### src/rtl/stage_memory_pkg.sv
// Shared core definitions for the memory stage: result-select encodings, fault codes,
// FSM states and the MEM/WB payload layout.
package stage_memory_pkg;

  localparam logic [1:0] RES_ALU  = 2'b00;
  localparam logic [1:0] RES_LOAD = 2'b01;
  localparam logic [1:0] RES_PC4  = 2'b10;
  localparam logic [1:0] RES_IMM  = 2'b11;

  localparam logic [1:0] FAULT_NONE     = 2'b00;
  localparam logic [1:0] FAULT_MISALIGN = 2'b01;
  localparam logic [1:0] FAULT_TIMEOUT  = 2'b10;

  typedef enum logic {ST_IDLE, ST_WAIT} mem_state_t;

  typedef struct packed {
    logic        reg_write;
    logic [1:0]  result_src;
    logic [31:0] alu_result;
    logic [31:0] read_data;
    logic [31:0] pc_plus_4;
    logic [31:0] imm_ext;
    logic [4:0]  rd;
  } wb_t;

  // Faults are sticky and the first one recorded is kept.
  function automatic logic [1:0] first_fault(input logic [1:0] cur, input logic [1:0] code);
    return (cur == FAULT_NONE) ? code : cur;
  endfunction

endpackage

### src/rtl/stage_memory.sv
// Pipeline MEM stage: data-memory access plus MEM/WB register; 1 cycle when ack is same-cycle.
// Holds mem_stall while a request waits for ack, aborting with a timeout fault after TIMEOUT stalls.
module stage_memory
  import stage_memory_pkg::*;
#(
  parameter int TIMEOUT = 255
) (
  input  logic        clk,
  input  logic        reset,
  input  logic        wb_clear,
  input  logic        mem_reg_write,
  input  logic        mem_mem_write,
  input  logic [1:0]  mem_result_src,
  input  logic [31:0] mem_alu_result,
  input  logic [31:0] mem_write_data,
  input  logic [31:0] mem_pc_plus_4,
  input  logic [31:0] mem_imm_ext,
  input  logic [4:0]  mem_rd,
  output logic        dmem_req,
  output logic        dmem_we,
  output logic [31:0] dmem_addr,
  output logic [31:0] dmem_wdata,
  input  logic        dmem_ack,
  input  logic [31:0] dmem_rdata,
  output logic        mem_stall,
  output logic [1:0]  mem_fault,
  output logic        wb_reg_write,
  output logic [1:0]  wb_result_src,
  output logic [31:0] wb_alu_result,
  output logic [31:0] wb_read_data,
  output logic [31:0] wb_pc_plus_4,
  output logic [31:0] wb_imm_ext,
  output logic [4:0]  wb_rd
);

  // The IDLE request cycle is the first stall, so WAIT aborts on its TIMEOUT-th cycle.
  localparam logic [7:0] CNT_LAST = 8'(TIMEOUT - 1);

  mem_state_t  state, state_n;
  logic [7:0]  wait_cnt, cnt_n;
  logic [1:0]  fault_n;
  wb_t         wb_q, wb_n, in_ctl, lat_ctl;
  logic        lat_we;
  logic [31:0] lat_wdata;
  logic        access, misaligned, latch_en, done;

  assign access     = mem_mem_write | (mem_result_src == RES_LOAD);
  assign misaligned = (mem_alu_result[1:0] != 2'b00);

  assign in_ctl = '{reg_write:  mem_reg_write,
                    result_src: mem_result_src,
                    alu_result: mem_alu_result,
                    read_data:  32'd0,
                    pc_plus_4:  mem_pc_plus_4,
                    imm_ext:    mem_imm_ext,
                    rd:         mem_rd};

  always_comb begin
    state_n    = state;
    cnt_n      = wait_cnt;
    fault_n    = mem_fault;
    wb_n       = '0;
    latch_en   = 1'b0;
    done       = 1'b0;
    dmem_req   = 1'b0;
    dmem_we    = 1'b0;
    dmem_addr  = mem_alu_result;
    dmem_wdata = mem_write_data;
    mem_stall  = 1'b0;
    case (state)
      ST_IDLE: begin
        if (!access) begin
          wb_n = in_ctl;
        end else if (misaligned) begin
          fault_n = first_fault(mem_fault, FAULT_MISALIGN);
        end else begin
          dmem_req = 1'b1;
          dmem_we  = mem_mem_write;
          if (dmem_ack) begin
            wb_n           = in_ctl;
            wb_n.read_data = dmem_rdata;
            done           = 1'b1;
          end else begin
            mem_stall = 1'b1;
            latch_en  = 1'b1;
            cnt_n     = '0;
            state_n   = ST_WAIT;
          end
        end
      end
      ST_WAIT: begin
        // Upstream may change while frozen; only the captured request is presented.
        dmem_req   = 1'b1;
        dmem_we    = lat_we;
        dmem_addr  = lat_ctl.alu_result;
        dmem_wdata = lat_wdata;
        if (dmem_ack) begin
          wb_n           = lat_ctl;
          wb_n.read_data = dmem_rdata;
          done           = 1'b1;
          state_n        = ST_IDLE;
        end else if (wait_cnt == CNT_LAST) begin
          fault_n = first_fault(mem_fault, FAULT_TIMEOUT);
          state_n = ST_IDLE;
        end else begin
          mem_stall = 1'b1;
          cnt_n     = wait_cnt + 8'd1;
        end
      end
      default: state_n = ST_IDLE;
    endcase
    // A completing transaction must not be lost to a hazard-unit bubble.
    if (wb_clear && !done) wb_n = '0;
    if (!reset) begin
      dmem_req  = 1'b0;
      dmem_we   = 1'b0;
      mem_stall = 1'b0;
    end
  end

  always_ff @(posedge clk) begin
    if (!reset) begin
      state     <= ST_IDLE;
      wait_cnt  <= '0;
      mem_fault <= FAULT_NONE;
      wb_q      <= '0;
      lat_ctl   <= '0;
      lat_we    <= 1'b0;
      lat_wdata <= '0;
    end else begin
      state     <= state_n;
      wait_cnt  <= cnt_n;
      mem_fault <= fault_n;
      wb_q      <= wb_n;
      if (latch_en) begin
        lat_ctl   <= in_ctl;
        lat_we    <= mem_mem_write;
        lat_wdata <= mem_write_data;
      end
    end
  end

  assign wb_reg_write  = wb_q.reg_write;
  assign wb_result_src = wb_q.result_src;
  assign wb_alu_result = wb_q.alu_result;
  assign wb_read_data  = wb_q.read_data;
  assign wb_pc_plus_4  = wb_q.pc_plus_4;
  assign wb_imm_ext    = wb_q.imm_ext;
  assign wb_rd         = wb_q.rd;

endmodule

### config.mk
export PLATFORM = sky130hd
export DESIGN_NAME = stage_memory
export DESIGN_NICKNAME = d
export VERILOG_FILES = /design/src/rtl/stage_memory_pkg.sv /design/src/rtl/stage_memory.sv
export SDC_FILE = /design/constraint.sdc
export NUM_CORES = 1
export LEC_CHECK = 0
export CAP_MARGIN = 15
export CELL_PAD_IN_SITES_DETAIL_PLACEMENT = 1
export CELL_PAD_IN_SITES_GLOBAL_PLACEMENT = 1
export CORE_ASPECT_RATIO = 0.7
export CORE_MARGIN = 1.5
export CORE_UTILIZATION = 37
export CTS_BUF_LIST = sky130_fd_sc_hd__clkbuf_8
export DETAILED_ROUTE_END_ITERATION = 10
export PLACE_DENSITY = 0.92
export SYNTH_ARGS = -nofsm -noshare
export SYNTH_HDL_FRONTEND = slang
export SYNTH_SLANG_ARGS = --single-unit
export TNS_END_PERCENT = 10
### constraint.sdc
create_clock -name clk -period 4.8 [get_ports clk]
set_clock_uncertainty 0.05 [all_clocks]
set_input_delay 1.44 -clock clk [delete_from_list [all_inputs] [get_ports clk]]
set_output_delay 1.44 -clock clk [all_outputs]
set_load 0.05 [all_outputs]
* After elaboration in Yosys (flattened, before gate mapping)
Cells that the tools add are included.
Storage, ports and cells: register bits after elaboration 284, output and inout bits 205, logic and storage cells 80
Cells by class: add/subtract/negate cells 1, eq/ne operators 11, multiplexer cells 40, bitwise operators 3, reductions and logical operators 7
Operators by type and width (number):
- $mux W136 | 4
- $pmux W136 S2 | 1
- $mux W32 | 2
- $mux W8 | 5
- $mux W1 | 16
- $pmux W8 S2 | 1
- $ne A2 B2 Y1 const B | 7
- $mux W2 | 6
- $add A8 B1 Y8 const B | 1
- $eq A8 B8 Y1 const B | 1
- $pmux W1 S2 | 4
- $reduce_and A6 Y1 | 1
- $reduce_and A5 Y1 | 1
- $ne A2 B1 Y1 const B | 2
- $pmux W2 S2 | 1
- $eq A2 B1 Y1 const B | 1
- $logic_not A2 Y1 | 1
- $not A1 Y1 | 2
- $reduce_bool A2 Y1 | 1
- $reduce_or A2 Y1 | 1
- $logic_and A1 B1 Y1 | 1
- $logic_not A1 Y1 | 1
- $or A1 B1 Y1 | 1

* Longest topological paths before layout
depth after elaboration 7, depth in mapped cells 8, mapped depth without buffers 6

* Least setup slack after synthesis
OpenSTA, ideal clock, no wires.
kind input port to output port, start in mem_result_src[1], end out mem_stall, data arrival time 3.091 ns, data required time 3.310 ns, slack 0.219 ns, cell stages on the path 3, path buffers 0, path through and2b_1 > o22ai_2 > nor3b_1
Between the ends: word-level cells in the longest chain between the ends 5
Ends and longest elaborated chain:
- start, declared | line stage_memory.sv:13 | input logic [1:0] mem_result_src,
- $eq A2 B1 Y1 | line stage_memory.sv:47 | assign access = mem_mem_write | (mem_result_src == RES_LOAD);
- $or A1 B1 Y1 | line stage_memory.sv:47
- $mux W1 | line stage_memory.sv:72 | if (!access) begin
- $pmux W1 S2 | line stage_memory.sv:70 | case (state)
- $mux W1 | line stage_memory.sv:114 | if (!reset) begin
- end, declared | line stage_memory.sv:25 | output logic mem_stall,
No other way between the ends.

* Worst setup path after layout
start in mem_alu_result[7], end out dmem_addr[7]
Between the ends: word-level cells in the longest chain between the ends 1
Ends and longest elaborated chain:
- start, declared | line stage_memory.sv:14 | input logic [31:0] mem_alu_result,
- $mux W32 | line stage_memory.sv:70
- end, declared | line stage_memory.sv:21 | output logic [31:0] dmem_addr,
No other way between the ends.

==> impl_metrics.json <==
{
  "slowest_delay_ps": 800,
  "p_leak_nw": 5.64,
  "cp-startpoint": "mem_alu_result[7]",
  "htree_num_levels": 2,
  "place.gp.congestion": 0.824,
  "nFillCells": 3344,
  "postSynthAreaPerCell_um2": 8.69,
  "async_flop_share": 0,
  "place_inst": 1941,
  "yosysSeqAreaShare": 0.515,
  "ant_nets": 0,
  "criticalPathCategory": "primary input to output pin",
  "rsz0062_at_grt": "no",
  "setup_tns_ps": 0,
  "crit_top_cell": "clkdlybuf4s50_1",
  "cts_tree": "done",
  "start_util": 0.379,
  "nets": 1786,
  "synthFlopType": "dfxtp_1",
  "dp_hpwl_um": 27000,
  "cts_buffer_depth": 3,
  "post-synth-top-area-cell": "dfxtp_1",
  "synth_seq_cells": 284,
  "layout_min_cycle_time_ps": 4480,
  "synthesis.area_um2": 11000,
  "drive_above_1_share": 0.106,
  "outcome": "completed",
  "grt_first_pass_wirelength_um": 63500,
  "crit_arrival_ps": 2990,
  "setup_viol": 0,
  "final_max_slew_viol_count": 0,
  "cp_cell_sequence": "clkdlybuf4s50_1 > mux2_2 > clkdlybuf4s50_1",
  "ys_warn_count": 0,
  "cts.sinks": 284,
  "startpoint_type": "primary input",
  "drtIter0Drc": 484,
  "grt_usage": 0.260,
  "grt_antenna_before_repair": 1,
  "die_x_um": 209,
  "max_slew.worst_pin.slew_ps": 1120,
  "r2r_start": "state",
  "cts-root-buf": "clkbuf_8",
  "wire_per_inst_um": 20.3,
  "fin_util": 0.547,
  "grt_max_degree": 87,
  "synth_compound_area_frac": 0.157,
  "synthMuxAreaShare": 0.0662,
  "end_kind": "output pin",
  "numPortBuffers": 377,
  "die_area_um2": 30900,
  "gr-total-overflow": 0,
  "ios": 378,
  "rows": 52,
  "clkSlewWorstSetupHoldPaths_ps": 60,
  "core_area_um2": 29100,
  "postCtsHoldBufs": 0,
  "r2r_slack_ps": 1570,
  "grt_pass1_vias": 11500,
  "yosys-top-cells-count": "376 x nand2_1, 284 x dfxtp_1, 105 x nand3_1",
  "yosysMostFrequentCell": "nand2_1",
  "hold_path.class": "flop to flop",
  "cts_resized": 0,
  "timing.slew.headroom": 0.257,
  "yosysTopAreaCellShare": 0.515,
  "post_cts_buffers": 0,
  "min-delay-start": "lat_ctl[5]",
  "syn-num-nets": 1445,
  "whs_path_depth": 2,
  "synth_top_cells_by_area": "dfxtp_1 52%, nand2_1 13%, mux2_2 6.5%",
  "critPathSlowestCell": "clkdlybuf4s50_1",
  "cp_top_family": "buffers and inverters",
  "r2r_end": "wb_imm_ext[21]",
  "yosys.area_share.simple": 0.211,
  "post_drt_via_cell_ratio": 5.25,
  "cts_buffers": 46,
  "hold_end": "wb_imm_ext[0]",
  "multi_input_area_um2": 4860,
  "synth_top_family_by_area": "simple AND/OR/NAND/NOR gates",
  "ff2ff_path_depth": 5,
  "synthCells": 1270,
  "cp_max_fo": 3,
  "routed_wl_um": 41000,
  "synthXorXnorAreaFrac": 0,
  "critical_path_buf_inv_count": 2,
  "vias": 10600,
  "min_period_over_period": 0.933,
  "synth_cell_types": 48,
  "synthToLayoutAreaGrowth_pct": 44.4,
  "cp_data_required_time_ps": 3310,
  "ir_drop_uv": 211,
  "die_height_um": 148,
  "fmax_mhz": 223,
  "synth_fa_ha_area_frac": 0.00227,
  "dr.pass1.iters": 5,
  "synth-edff-count": 0,
  "hold_viol": 0,
  "clk_latency_ps": 560,
  "final_cells": 2020,
  "drc": 0,
  "seq_area_um2": 5690,
  "power_per_cell_area_nw_per_um2": 335,
  "drv_cap": 0
}
-- cells by family after synthesis --
group | after synthesis
fa+ha+maj | 2
mux | 65
simple gates | 542
flops | 284
buf+inv | 110
compound gates | 267
-- report_power, final --
part	switching [mW]	leakage (nW)	total [mW]	internal, mW
clock network	0.973	0.507	2.04	1.06
registers	0.0351	2.30	2.46	2.42
logic	0.501	2.83	0.845	0.344
-- flip-flops by register name (all words and copies together), names as in the netlist, 2 cells and up --
signal / flops
wb_alu_result: 32
wb_pc_plus_4: 32
lat_ctl: 104
wb_imm_ext: 32
wait_cnt: 8
wb_result_src: 2
lat_wdata: 32
wb_rd: 5
wb_read_data: 32
mem_fault: 2
-- cells in the final DEF (no fill, tap or decap), drive strengths merged, types with 2 or more instances in the layout --
cell type | netlist | final
nor2 | 6 | 6
o22ai | 2 | 2
inv | 7 | 20
nor2b | 3 | 3
buf | 59 | 34
o21a | 3 | 3
and3 | 3 | 3
and2 | 34 | 34
a32oi | 2 | 2
o21ai | 11 | 11
a21oi | 104 | 104
nor3b | 3 | 3
dfxtp | 284 | 284
nand3 | 105 | 105
nand2 | 376 | 376
clkinv | 0 | 7
mux2 | 64 | 64
nor4 | 5 | 5
a21boi | 135 | 135
clkbuf | 44 | 57
clkdlybuf4s50 | 0 | 362
ha | 2 | 2
-- how the worst max path moves through the flow --
stage / endpoint / slack [ps] / cells past startpoint
2_1_floorplan: mem_stall / 220 / 3
3_3_place_gp: mem_stall / 370 / 5
3_5_place_dp: mem_stall / 350 / 5
4_1_cts: mem_stall / 310 / 5
5_1_grt: mem_stall / 260 / 5
6_report: dmem_addr[7] / 320 / 3
-- worst reg2reg max path: stages, from the launching register on --
cell and delay (ps):
dfxtp_4 1030, inv_4 570, nor2_4 680, buf_4 460, nand2_1 150, a21oi_1 200
-- routing by layer --
metal / global-route usage / up-vias / share of wire
met4: 0.109 / 0 / 0.036
met2: 0.445 / 377 / 0.48
met5: 0 / - / 0
met1: 0.302 / 5219 / 0.40
li1: - / 4918 / -
met3: 0.0824 / 89 / 0.082
-- cell type report --
class	instances	share of cell area
flip-flops and latches	284	0.357
multi-input cells	876	0.305
repair buffers	396	0.251
clock buffers	57	0.0492
well taps	378	0.0297
clock inverters	21	0.00573
inverters	7	0.00181
diodes	1	0.000157
-- through the flow --
step	setup slack [ps]	hold WS, ps	power (mW)	instance area, um^2
final	323	404	5.34	15900
after global routing	256	422	5.55	15900
after CTS	308	403	5.39	15900
after detailed placement	351	396	3.35	15100
after global placement	366	390	3.32	15100
after floorplan	219	384	2.96	11000
(Power assumes the default switching activity.)
